[config.mk]
export PLATFORM = sky130hd
export DESIGN_NAME = ps2_keyboard_tx_flat
export DESIGN_NICKNAME = d
export VERILOG_FILES = /design/src/rtl/ps2_keyboard_tx_if.sv /design/src/rtl/ps2_keyboard_tx.sv /design/src/flat_wrapper.sv
export SDC_FILE = /design/constraint.sdc
export NUM_CORES = 1
export LEC_CHECK = 0
export ABC_CLOCK_PERIOD_IN_PS = 1800
export CORE_MARGIN = 2
export CORE_UTILIZATION = 45
export CTS_BUF_LIST = sky130_fd_sc_hd__clkbuf_8
export CTS_CLUSTER_DIAMETER = 80
export DETAILED_ROUTE_END_ITERATION = 7
export HOLD_SLACK_MARGIN = 0.02
export PLACE_DENSITY = 0.66
export RECOVER_POWER = 100
export SLEW_MARGIN = 20
export SYNTH_ARGS = -nofsm -noshare
export SYNTH_HDL_FRONTEND = slang
export SYNTH_SLANG_ARGS = --single-unit
[constraint.sdc]
create_clock -name clk -period 1.8 [get_ports clk]
set_input_delay 0.27 -clock clk [delete_from_list [all_inputs] [get_ports clk]]
set_output_delay 0.27 -clock clk [all_outputs]
set_load 0.03 [all_outputs]
[src/rtl/ps2_keyboard_tx_if.sv]
// Request/handshake and PS/2 line bundle between a key source and the keyboard emulator.
// The master drives requests and observes the line; the slave is the emulator itself.
interface ps2_keyboard_tx_if;
   logic [7:0] key_code;
   logic       send_make;
   logic       send_break;
   logic       ready;
   logic       done;
   logic       ps2_clk;
   logic       ps2_data;

   modport master (
      output key_code, send_make, send_break,
      input  ready, done, ps2_clk, ps2_data
   );

   modport slave (
      input  key_code, send_make, send_break,
      output ready, done, ps2_clk, ps2_data
   );
endinterface

[src/rtl/ps2_keyboard_tx.sv]
// PS/2 device-side emulator: serialises make (code) or break (F0, code) onto ps2_clk/ps2_data.
// done fires 2+22*CLK_DIV+GAP_CYCLES cycles after accept per make; requests are dropped while ready=0.
module ps2_keyboard_tx #(
   parameter int CLK_DIV    = 4096,
   parameter int GAP_CYCLES = 8192
) (
   input logic clk,
   input logic reset,
   ps2_keyboard_tx_if.slave bus
);

   localparam int HW = $clog2(CLK_DIV);
   localparam int GW = (GAP_CYCLES > 1) ? $clog2(GAP_CYCLES) : 1;

   typedef enum logic [2:0] {
      IDLE,
      LOAD,
      BIT_HI,
      BIT_LO,
      GAP,
      DONE
   } state_t;

   state_t          state;
   state_t          state_nxt;
   logic [HW-1:0]   half_cnt;
   logic [GW-1:0]   gap_cnt;
   logic [3:0]      bit_cnt;
   logic [10:0]     frame;
   logic [7:0]      code_q;
   logic            brk_q;
   logic            second_q;

   logic            accept;
   logic            half_end;
   logic            gap_end;
   logic            last_bit;
   logic            first_of_break;
   logic [7:0]      shift_byte;

   assign accept         = (state == IDLE) && (bus.send_make || bus.send_break);
   assign half_end       = (half_cnt == HW'(CLK_DIV - 1));
   assign gap_end        = (gap_cnt == GW'(GAP_CYCLES - 1));
   assign last_bit       = (bit_cnt == 4'd10);
   assign first_of_break = brk_q && !second_q;
   assign shift_byte     = first_of_break ? 8'hF0 : code_q;

   always_ff @(posedge clk) begin
      if (reset) begin
         state <= IDLE;
      end else begin
         state <= state_nxt;
      end
   end

   always_comb begin
      state_nxt = state;
      case (state)
         IDLE:    if (accept) state_nxt = LOAD;
         LOAD:    state_nxt = BIT_HI;
         BIT_HI:  if (half_end) state_nxt = BIT_LO;
         BIT_LO:  if (half_end) state_nxt = last_bit ? GAP : BIT_HI;
         GAP:     if (gap_end) state_nxt = first_of_break ? LOAD : DONE;
         DONE:    state_nxt = IDLE;
         default: state_nxt = IDLE;
      endcase
   end

   always_ff @(posedge clk) begin
      if (reset) begin
         half_cnt <= '0;
         gap_cnt  <= '0;
         bit_cnt  <= '0;
         frame    <= '1;
         code_q   <= '0;
         brk_q    <= 1'b0;
         second_q <= 1'b0;
      end else begin
         case (state)
            IDLE: begin
               if (accept) begin
                  code_q   <= bus.key_code;
                  // make has priority when both requests arrive together
                  brk_q    <= bus.send_break && !bus.send_make;
                  second_q <= 1'b0;
               end
            end
            LOAD: begin
               frame    <= {1'b1, ~^shift_byte, shift_byte, 1'b0};
               bit_cnt  <= '0;
               half_cnt <= '0;
            end
            BIT_HI: begin
               half_cnt <= half_end ? '0 : half_cnt + 1'b1;
            end
            BIT_LO: begin
               half_cnt <= half_end ? '0 : half_cnt + 1'b1;
               if (half_end) begin
                  frame <= {1'b1, frame[10:1]};
                  if (!last_bit) bit_cnt <= bit_cnt + 1'b1;
               end
            end
            GAP: begin
               gap_cnt <= gap_end ? '0 : gap_cnt + 1'b1;
               if (gap_end && first_of_break) second_q <= 1'b1;
            end
            default: ;
         endcase
      end
   end

   // Data only moves when the frame shifts at the end of a low phase, so it is stable while ps2_clk=0.
   assign bus.ready    = (state == IDLE);
   assign bus.done     = (state == DONE);
   assign bus.ps2_clk  = (state != BIT_LO);
   assign bus.ps2_data = (state == BIT_HI || state == BIT_LO) ? frame[0] : 1'b1;

endmodule

[src/flat_wrapper.sv]
// flat-port wrapper written by rule: the top's interface ports become plain ports
module ps2_keyboard_tx_flat 
#(
   parameter int CLK_DIV    = 4096,
   parameter int GAP_CYCLES = 8192
)
  (clk, reset, bus_key_code, bus_send_make, bus_send_break, bus_ready, bus_done, bus_ps2_clk, bus_ps2_data);
  ps2_keyboard_tx_if bus_i ();
  input logic clk;
  input logic reset;
  input wire logic [$bits(bus_i.key_code)-1:0] bus_key_code;
  input wire logic [$bits(bus_i.send_make)-1:0] bus_send_make;
  input wire logic [$bits(bus_i.send_break)-1:0] bus_send_break;
  output wire logic [$bits(bus_i.ready)-1:0] bus_ready;
  output wire logic [$bits(bus_i.done)-1:0] bus_done;
  output wire logic [$bits(bus_i.ps2_clk)-1:0] bus_ps2_clk;
  output wire logic [$bits(bus_i.ps2_data)-1:0] bus_ps2_data;
  assign bus_i.key_code = bus_key_code;
  assign bus_i.send_make = bus_send_make;
  assign bus_i.send_break = bus_send_break;
  assign bus_ready = bus_i.ready;
  assign bus_done = bus_i.done;
  assign bus_ps2_clk = bus_i.ps2_clk;
  assign bus_ps2_data = bus_i.ps2_data;
  ps2_keyboard_tx #(.CLK_DIV(CLK_DIV), .GAP_CYCLES(GAP_CYCLES)) u_core (.clk(clk), .reset(reset), .bus(bus_i));
endmodule
==> key figures, run 1 <==
Worst setup path
  – Critical Path, Cell by Cell: nand2b_1, or2_2, clkdlybuf4s15_1
  – CP Max Fanout: 6
  – Crit Reg-Reg Startpoint: u_core.half_cnt[6]$_SDFFE_PP0P_
  – Setup crit end: bus_ps2_data
  – Worst reg2reg endpoint: u_core.bit_cnt[0]$_SDFFE_PP0P_
  – CP peak stage delay: 0.37 ns
  – CP bufs+invs: 1
  – Critical path startpoint category: flop
  – Worst Setup End Kind: output port
  – Worst EP required: 1.53 ns
  – Reg2Reg Depth: 5
  – CP arrival: ~1.5 ns
  – WS Path Type: reg2out
  – Slowest CP cell: dfxtp_1
  – Critical Path Start: u_core.state[2]$_SDFFE_PP0P_
  – Crit path depth: 3
  – Reg2reg setup slack: about 0.12 ns
  – Worst path top cell family by delay: simple AND/OR/NAND/NOR gates

Yosys
  – Mean Syn Cell Area: 8.53 um^2
  – Most used DFF post-synth: dfxtp_1
  – Cells after Synth: between 300 and 400
  – Cell variety after synth: between 40 and 50
  – Register bit total from synthesis: 52
  – Post-synthesis cell area: between 2000 and 3000 um^2
  – Cell accounting for the most synthesized area: dfxtp_1
  – Synth top area share: slightly below 40%
  – Synth async-reset ratio: 0%
  – Synthesized Nets: about 330
  – Synth warn: 0
  – Top post-synthesis cells by area: dfxtp_1 (39%), xnor2_1 (4.6%), nor2_1 (4.5%)
  – EDFF count, synth: 0
  – Register area share after synthesis: a little under 40%

GRT
  – Total Routing Usage GR: 20.8%
  – Antenna violations before repair: 0
  – Largest net degree at the start of global routing: 22
  – Global-route wire length before repair: roughly 11 mm
  – Vias in the first global route: 2258
  – Total global routing overflow: 0

Clock tree
  – Insertion delay to the later sink of the worst-skew pair: 0.31 ns
  – Hold Buf Count CTS: 0
  – Sink Count: 52
  – Root Buffer: clkbuf_8
  – Clk buf depth: 2
  – H-tree levels: 2
  – CTS Buf Count: 5
  – Clk slew on worst S/H paths: around 0.090 ns
  – Setup bufs post-CTS: 0
  – TritonCTS clock tree: done

Timing
  – Fin crit share: 96.2%
  – Setup TNS: 0 ns
  – Final hold vios: 0
  – Slew HR: between 60% and 70%
  – Post-layout min period: 1.73 ns
  – RSZ-0062 raised after global routing: false
  – Final worst setup slack: 0.0684 ns
  – Fin. max-slew vios: 0
  – Achievable Freq: 577 MHz
  – Worst hold margin: about 0.47 ns
  – Final setup vio count: 0
  – Clock skew: 0.0100 ns
  – Worst-margin pin slew: between 0.4 and 0.5 ns

Cells and area
  – Antenna diodes: 0
  – Number of fill cells in the layout: between 500 and 600
  – Layout cells sized above 1: ~15%
  – Design area: approximately 3100 um^2
  – Area of the multi-input gates: about 1500 um^2
  – Layout area overhead: 18.4%
  – Nets: approximately 360
  – Reg area: approximately 1000 um^2
  – Final Util: a little under three fifths

Power
  – Seq pwr share: a little over half
  – Int Power: between 1500 and 2000 uW
  – P_sw: around 680 uW
  – Comb power frac: 18.7%
  – Leakage: 0.00111 uW
  – Sw frac: ~28%
  – PwrDens: just under 800 nW/um^2
  – Clock Power Share: approximately 29%
  – VDD IR-drop max: 0.000473 V

Run
  – Max_cap viols: 0

Floorplanning
  – Die height: 80.7 um
  – Io pins: 16
  – Die X: about 80 um
  – Core ar.: around 5600 um^2
  – Cell row count: 27
  – Initial Utilization: 47.2%
  – Die area: 6510 um^2

Placement
  – DP HPWL: around 4.3 mm
  – GP Congestion: 0.817
  – Placed cell areas: roughly 3000 um^2
  – Worst slack, placed: between 0.01 and 0.015 ns
  – Port bufs: 15

Detailed routing
  – Residual DRC: 0
  – Post-DRT Antenna Nets: 0
  – Routed WL: 6.01 mm
  – Initial DRC Count: ~180
  – Total vias in the final route: roughly 2.4k
  – Via/cell ratio: about 5.7
  – First-pass detailed-route iteration total: 4
  – DR WL/cell: around 14 um

Status
  – Status: finished clean

Hold path
  – Hold crit path type: reg2reg
[area by class of cell]
type                       instances  share of cell area [%]
multi-input combinational        227                    46.9
timing repair buffer              46                    12.7
clock inverter                     2                   0.319
inverter                          10                    1.20
tap                               72                    2.88
sequential                        52                    33.3
clock buffer                       6                    2.64
[power by group through the flow]
stage                     logic (uW)  clock network (uW)  registers [uW]
after floorplan                  315                   0            1280
after global placement           457                   0            1290
after detailed placement         460                   0            1300
after CTS                        459                 725            1270
after global routing             508                 757            1280
final                            455                 700            1270
[kinds of logic after synthesis]
| family | Yosys count | synth area share, % |
|---|---|---|
| flip-flops | 52 | 39.4 |
| XOR/XNOR | 18 | 5.96 |
| AO/OA/AOI/OAI | 70 | 18.2 |
| adder cells (fa/ha/maj) | 4 | 1.89 |
| AND/OR/NAND/NOR | 127 | 25.5 |
| multiplexers | 8 | 3.03 |
| buffers and inverters | 31 | 6.05 |
[how the worst min path moves through the flow]
stage                                  from                      endpoint  depth (start not counted)
2_1_floorplan                 bus_send_make     u_core.brk_q$_SDFFE_PP0P_                          1
3_3_place_gp   u_core.frame[3]$_SDFFE_PP1P_  u_core.frame[3]$_SDFFE_PP1P_                          1
3_5_place_dp   u_core.frame[3]$_SDFFE_PP1P_  u_core.frame[3]$_SDFFE_PP1P_                          1
4_1_cts        u_core.frame[3]$_SDFFE_PP1P_  u_core.frame[3]$_SDFFE_PP1P_                          1
5_1_grt        u_core.frame[3]$_SDFFE_PP1P_  u_core.frame[3]$_SDFFE_PP1P_                          1
6_report       u_core.frame[3]$_SDFFE_PP1P_  u_core.frame[3]$_SDFFE_PP1P_                          1
[state kept, by name, indices dropped and copies added, names as in the netlist]
signal           flops
u_core.half_cnt     12
u_core.second_q      1
u_core.gap_cnt      13
u_core.code_q        8
u_core.bit_cnt       4
u_core.brk_q         1
u_core.state         3
u_core.frame        10
[worst reg2reg max path: cells and delay by family, from the launching register on]
family	cells	cell delay [ns]
compound gates	1	0.16
simple gates	3	0.89
buf+inv	1	0.17
flops	1	0.38
[layer usage]
metal,up-vias,share of wire (%),GRT usage (%)
met5,-,0,0
met4,0,1.2,6.78
met3,4,3.4,3.71
met2,38,46,33.9
met1,1105,49,27.7
li1,1212,-,-
[what timing repair did]
action,4_1_cts,5_1_grt
setup endpoints to repair,5,20
hold endpoints to repair,0,0
gates cloned,0,0
gates resized for setup,6,9
[synthesized netlist by cell type, types with 4 or more instances]
cell / count
nor2_1: 32
o311ai_1: 4
a21oi_1: 14
a211oi_1: 5
nor3_1: 10
mux2i_1: 8
o21ai_0: 7
a211o_1: 4
and3_1: 6
buf_2: 5
nor4_1: 8
nand4_1: 7
or4_1: 5
xnor2_1: 14
ha_1: 4
and4_1: 5
a31oi_1: 14
buf_6: 4
dfxtp_1: 52
nand2_1: 23
o211ai_1: 6
clkbuf_1: 10
inv_1: 10
nand3_1: 15
xor2_1: 4
[cells in the final DEF (no fill, tap or decap), types with 3 or more instances in the layout]
master	count
dfxtp_1	50
nor2_1	32
buf_4	25
nand2_1	23
nand3_1	15
xnor2_1	14
a21oi_1	14
a31oi_1	14
clkdlybuf4s50_1	11
inv_1	10
nor3_1	9
nor4_1	8
mux2i_1	8
nand4_1	7
o21ai_0	7
o211ai_1	6
clkbuf_8	6
and3_1	5
and4_1	5
a211oi_1	5
xor2_1	4
or4_1	4
a211o_1	4
ha_1	4
nand2b_1	3
o21a_1	3
o22ai_1	3
o311ai_0	3
[through the flow]
| step | std cells | total power (uW) |
|---|---|---|
| floorplan | 310 | 1590 |
| global placement | 407 | 1750 |
| detailed placement | 407 | 1760 |
| CTS | 415 | 2450 |
| global route | 415 | 2550 |
| finish | 415 | 2430 |
Note: power is estimated with default switching activity, not from simulation.
==> inputs of run 2 (changes only) <==
--- a/config.mk
+++ b/config.mk
@@ -8,10 +8,10 @@
 export ABC_CLOCK_PERIOD_IN_PS = 1800
 export CORE_MARGIN = 2
 export CORE_UTILIZATION = 45
-export CTS_BUF_LIST = sky130_fd_sc_hd__clkbuf_8
 export CTS_CLUSTER_DIAMETER = 80
 export DETAILED_ROUTE_END_ITERATION = 7
 export HOLD_SLACK_MARGIN = 0.02
+export MAX_ROUTING_LAYER = met4
 export PLACE_DENSITY = 0.66
 export RECOVER_POWER = 100
 export SLEW_MARGIN = 20
==> key figures, run 2 (synthesis gave the netlist of run 1 again) <==
Detailed routing
  – Routed WL: 6.01 mm
  – Residual DRC: 0
  – Initial DRC Count: between 150 and 200
  – DR WL/cell: about 14 um
  – Via/cell ratio: around 5.7
  – Total vias in the final route: between 2k and 2.5k
  – Post-DRT Antenna Nets: 0
  – First-pass detailed-route iteration total: 4

Timing
  – Achievable Freq: just under 600 MHz
  – Worst-margin pin slew: about 0.48 ns
  – Final hold vios: 0
  – Clock skew: about 0.01 ns
  – Final setup vio count: 0
  – Slew HR: 67.6%
  – Fin. max-slew vios: 0
  – Setup TNS: 0 ns
  – Fin crit share: between 90 and 100%
  – RSZ-0062 raised after global routing: false
  – Post-layout min period: 1.73 ns

Cells and area
  – Most frequent cells in the layout: dfxtp_1 (50), nor2_1 (32), buf_4 (25)
  – Number of fill cells in the layout: around 550
  – Most common cell after layout, fill and taps aside: dfxtp_1
  – Nets: about 360
  – Antenna diodes: 0
  – Fin cells: ~420
  – Largest Register: u_core.gap_cnt
  – Regs by FF count: u_core.gap_cnt: 13 flops, u_core.half_cnt: 12 flops, u_core.frame: 10 flops
  – Layout area overhead: 18.4%
  – Max reg flops: 13
  – Reg area: 1040 um^2
  – Area of the multi-input gates: 1470 um^2
  – Layout cells sized above 1: 14.9%

GRT
  – Vias in the first global route: 2265
  – Antenna violations before repair: 0
  – Largest net degree at the start of global routing: 22
  – Total Routing Usage GR: between 20% and 30%
  – Total global routing overflow: 0
  – Global-route wire length before repair: ~11 mm

Clock tree
  – Clk slew on worst S/H paths: 0.09 ns
  – H-tree levels: 2
  – Sink Count: between 50 and 60
  – Clk buf depth: 2
  – Hold Buf Count CTS: 0
  – TritonCTS clock tree: done
  – CTS Buf Count: 5
  – Insertion delay to the later sink of the worst-skew pair: roughly 0.31 ns
  – Root Buffer: clkbuf_8

Floorplanning
  – Core ar.: around 5600 um^2
  – Die area: 6510 um^2
  – Io pins: 16
  – Initial Utilization: 47.2%
  – Die height: 80.7 um
  – Cell row count: 27
  – Die X: between 80 and 90 um

Hold path
  – Hold crit path type: reg2reg
  – HP Start: u_core.frame[3]$_SDFFE_PP1P_
  – Worst hold path depth: 1
  – Worst Hold End: u_core.frame[3]$_SDFFE_PP1P_

Placement
  – Port bufs: 15
  – Placed Cells: roughly 400
  – DP HPWL: roughly 4.3 mm
  – GP Congestion: 0.830

Power
  – VDD IR-drop max: roughly 0.00047 V
  – Leakage: around 0.0011 uW
  – Design Power: between 2000 and 2500 uW
  – PwrDens: a little under 800 nW/um^2

Worst setup path
  – Reg2Reg Depth: 5
  – Reg2reg setup slack: ~0.12 ns
  – CP arrival: between 1 and 1.5 ns
  – Worst Setup End Kind: output port
  – WS Path Type: reg2out
  – Worst EP required: ~1.5 ns
  – Worst reg2reg endpoint: u_core.bit_cnt[0]$_SDFFE_PP0P_
  – Crit Reg-Reg Startpoint: u_core.half_cnt[6]$_SDFFE_PP0P_
  – Critical path startpoint category: flop
  – CP Max Fanout: 6

Run
  – Max_cap viols: 0

Status
  – Status: finished clean
[run 2: cell counts in the layout (fill, tap and decap cells not counted)]
No cell type changed its count.
[run 2: what timing repair did]
action / in CTS / in global routing
resized for setup: 6 / 9
buffers inserted: 0 / 0
setup endpoints to repair: 5 / 20
[run 2: where the power goes]
group | switching [uW] | internal [uW]
Sequential | 55.9 | 1220
Combinational | 236 | 218
Clock | 393 | 308
Total | 685 | 1740
[run 2: critical path, cell delays in order (launching register included)]
cell,delay [ns]
dfxtp_1,0.37
nand2b_1,0.18
or2_2,0.27
clkdlybuf4s15_1,0.34
[run 2: worst max-delay path by stage]
stage / endpoint / depth (start not counted) / startpoint / slack, ns
after detailed placement: u_core.frame[0]$_SDFFE_PP1P_ / 5 / u_core.half_cnt[0]$_SDFFE_PP0P_ / 0.01
final: bus_ps2_data / 3 / u_core.state[2]$_SDFFE_PP0P_ / 0.07
after CTS: bus_done / 4 / u_core.state[1]$_SDFFE_PP0P_ / 0.009
after floorplan: u_core.frame[0]$_SDFFE_PP1P_ / 7 / u_core.half_cnt[0]$_SDFFE_PP0P_ / 0.005
after global placement: u_core.frame[0]$_SDFFE_PP1P_ / 5 / u_core.half_cnt[0]$_SDFFE_PP0P_ / 0.05
after global routing: bus_done / 3 / u_core.state[2]$_SDFFE_PP0P_ / 0.003
[run 2: through the flow]
step	utilization (%)	hold WS, ns	area [um^2]	worst slack (ns)
2_1_floorplan	-	0.367	2650	0.00459
3_3_place_gp	54.0	0.442	3030	0.0477
3_5_place_dp	54.0	0.449	3030	0.0111
4_1_cts	55.6	0.472	3120	0.00906
5_1_grt	55.9	0.495	3130	0.00323
6_report	55.9	0.468	3130	0.0685
[run 2: cell type report]
cell class / instances / share of cell area (%)
multi-input cells: 227 / 46.9
flip-flops and latches: 52 / 33.3
repair buffers: 46 / 12.7
well taps: 72 / 2.88
clock buffers: 6 / 2.64
inverters: 10 / 1.20
clock inverters: 2 / 0.319
[run 2: layer usage]
metal	wire, um	vias to the layer above	global-route usage, %
met5	0	-	-
met4	81	0	6.78
met3	205	6	3.71
met2	2790	41	33.8
met1	2940	1119	27.5
li1	-	1209	-
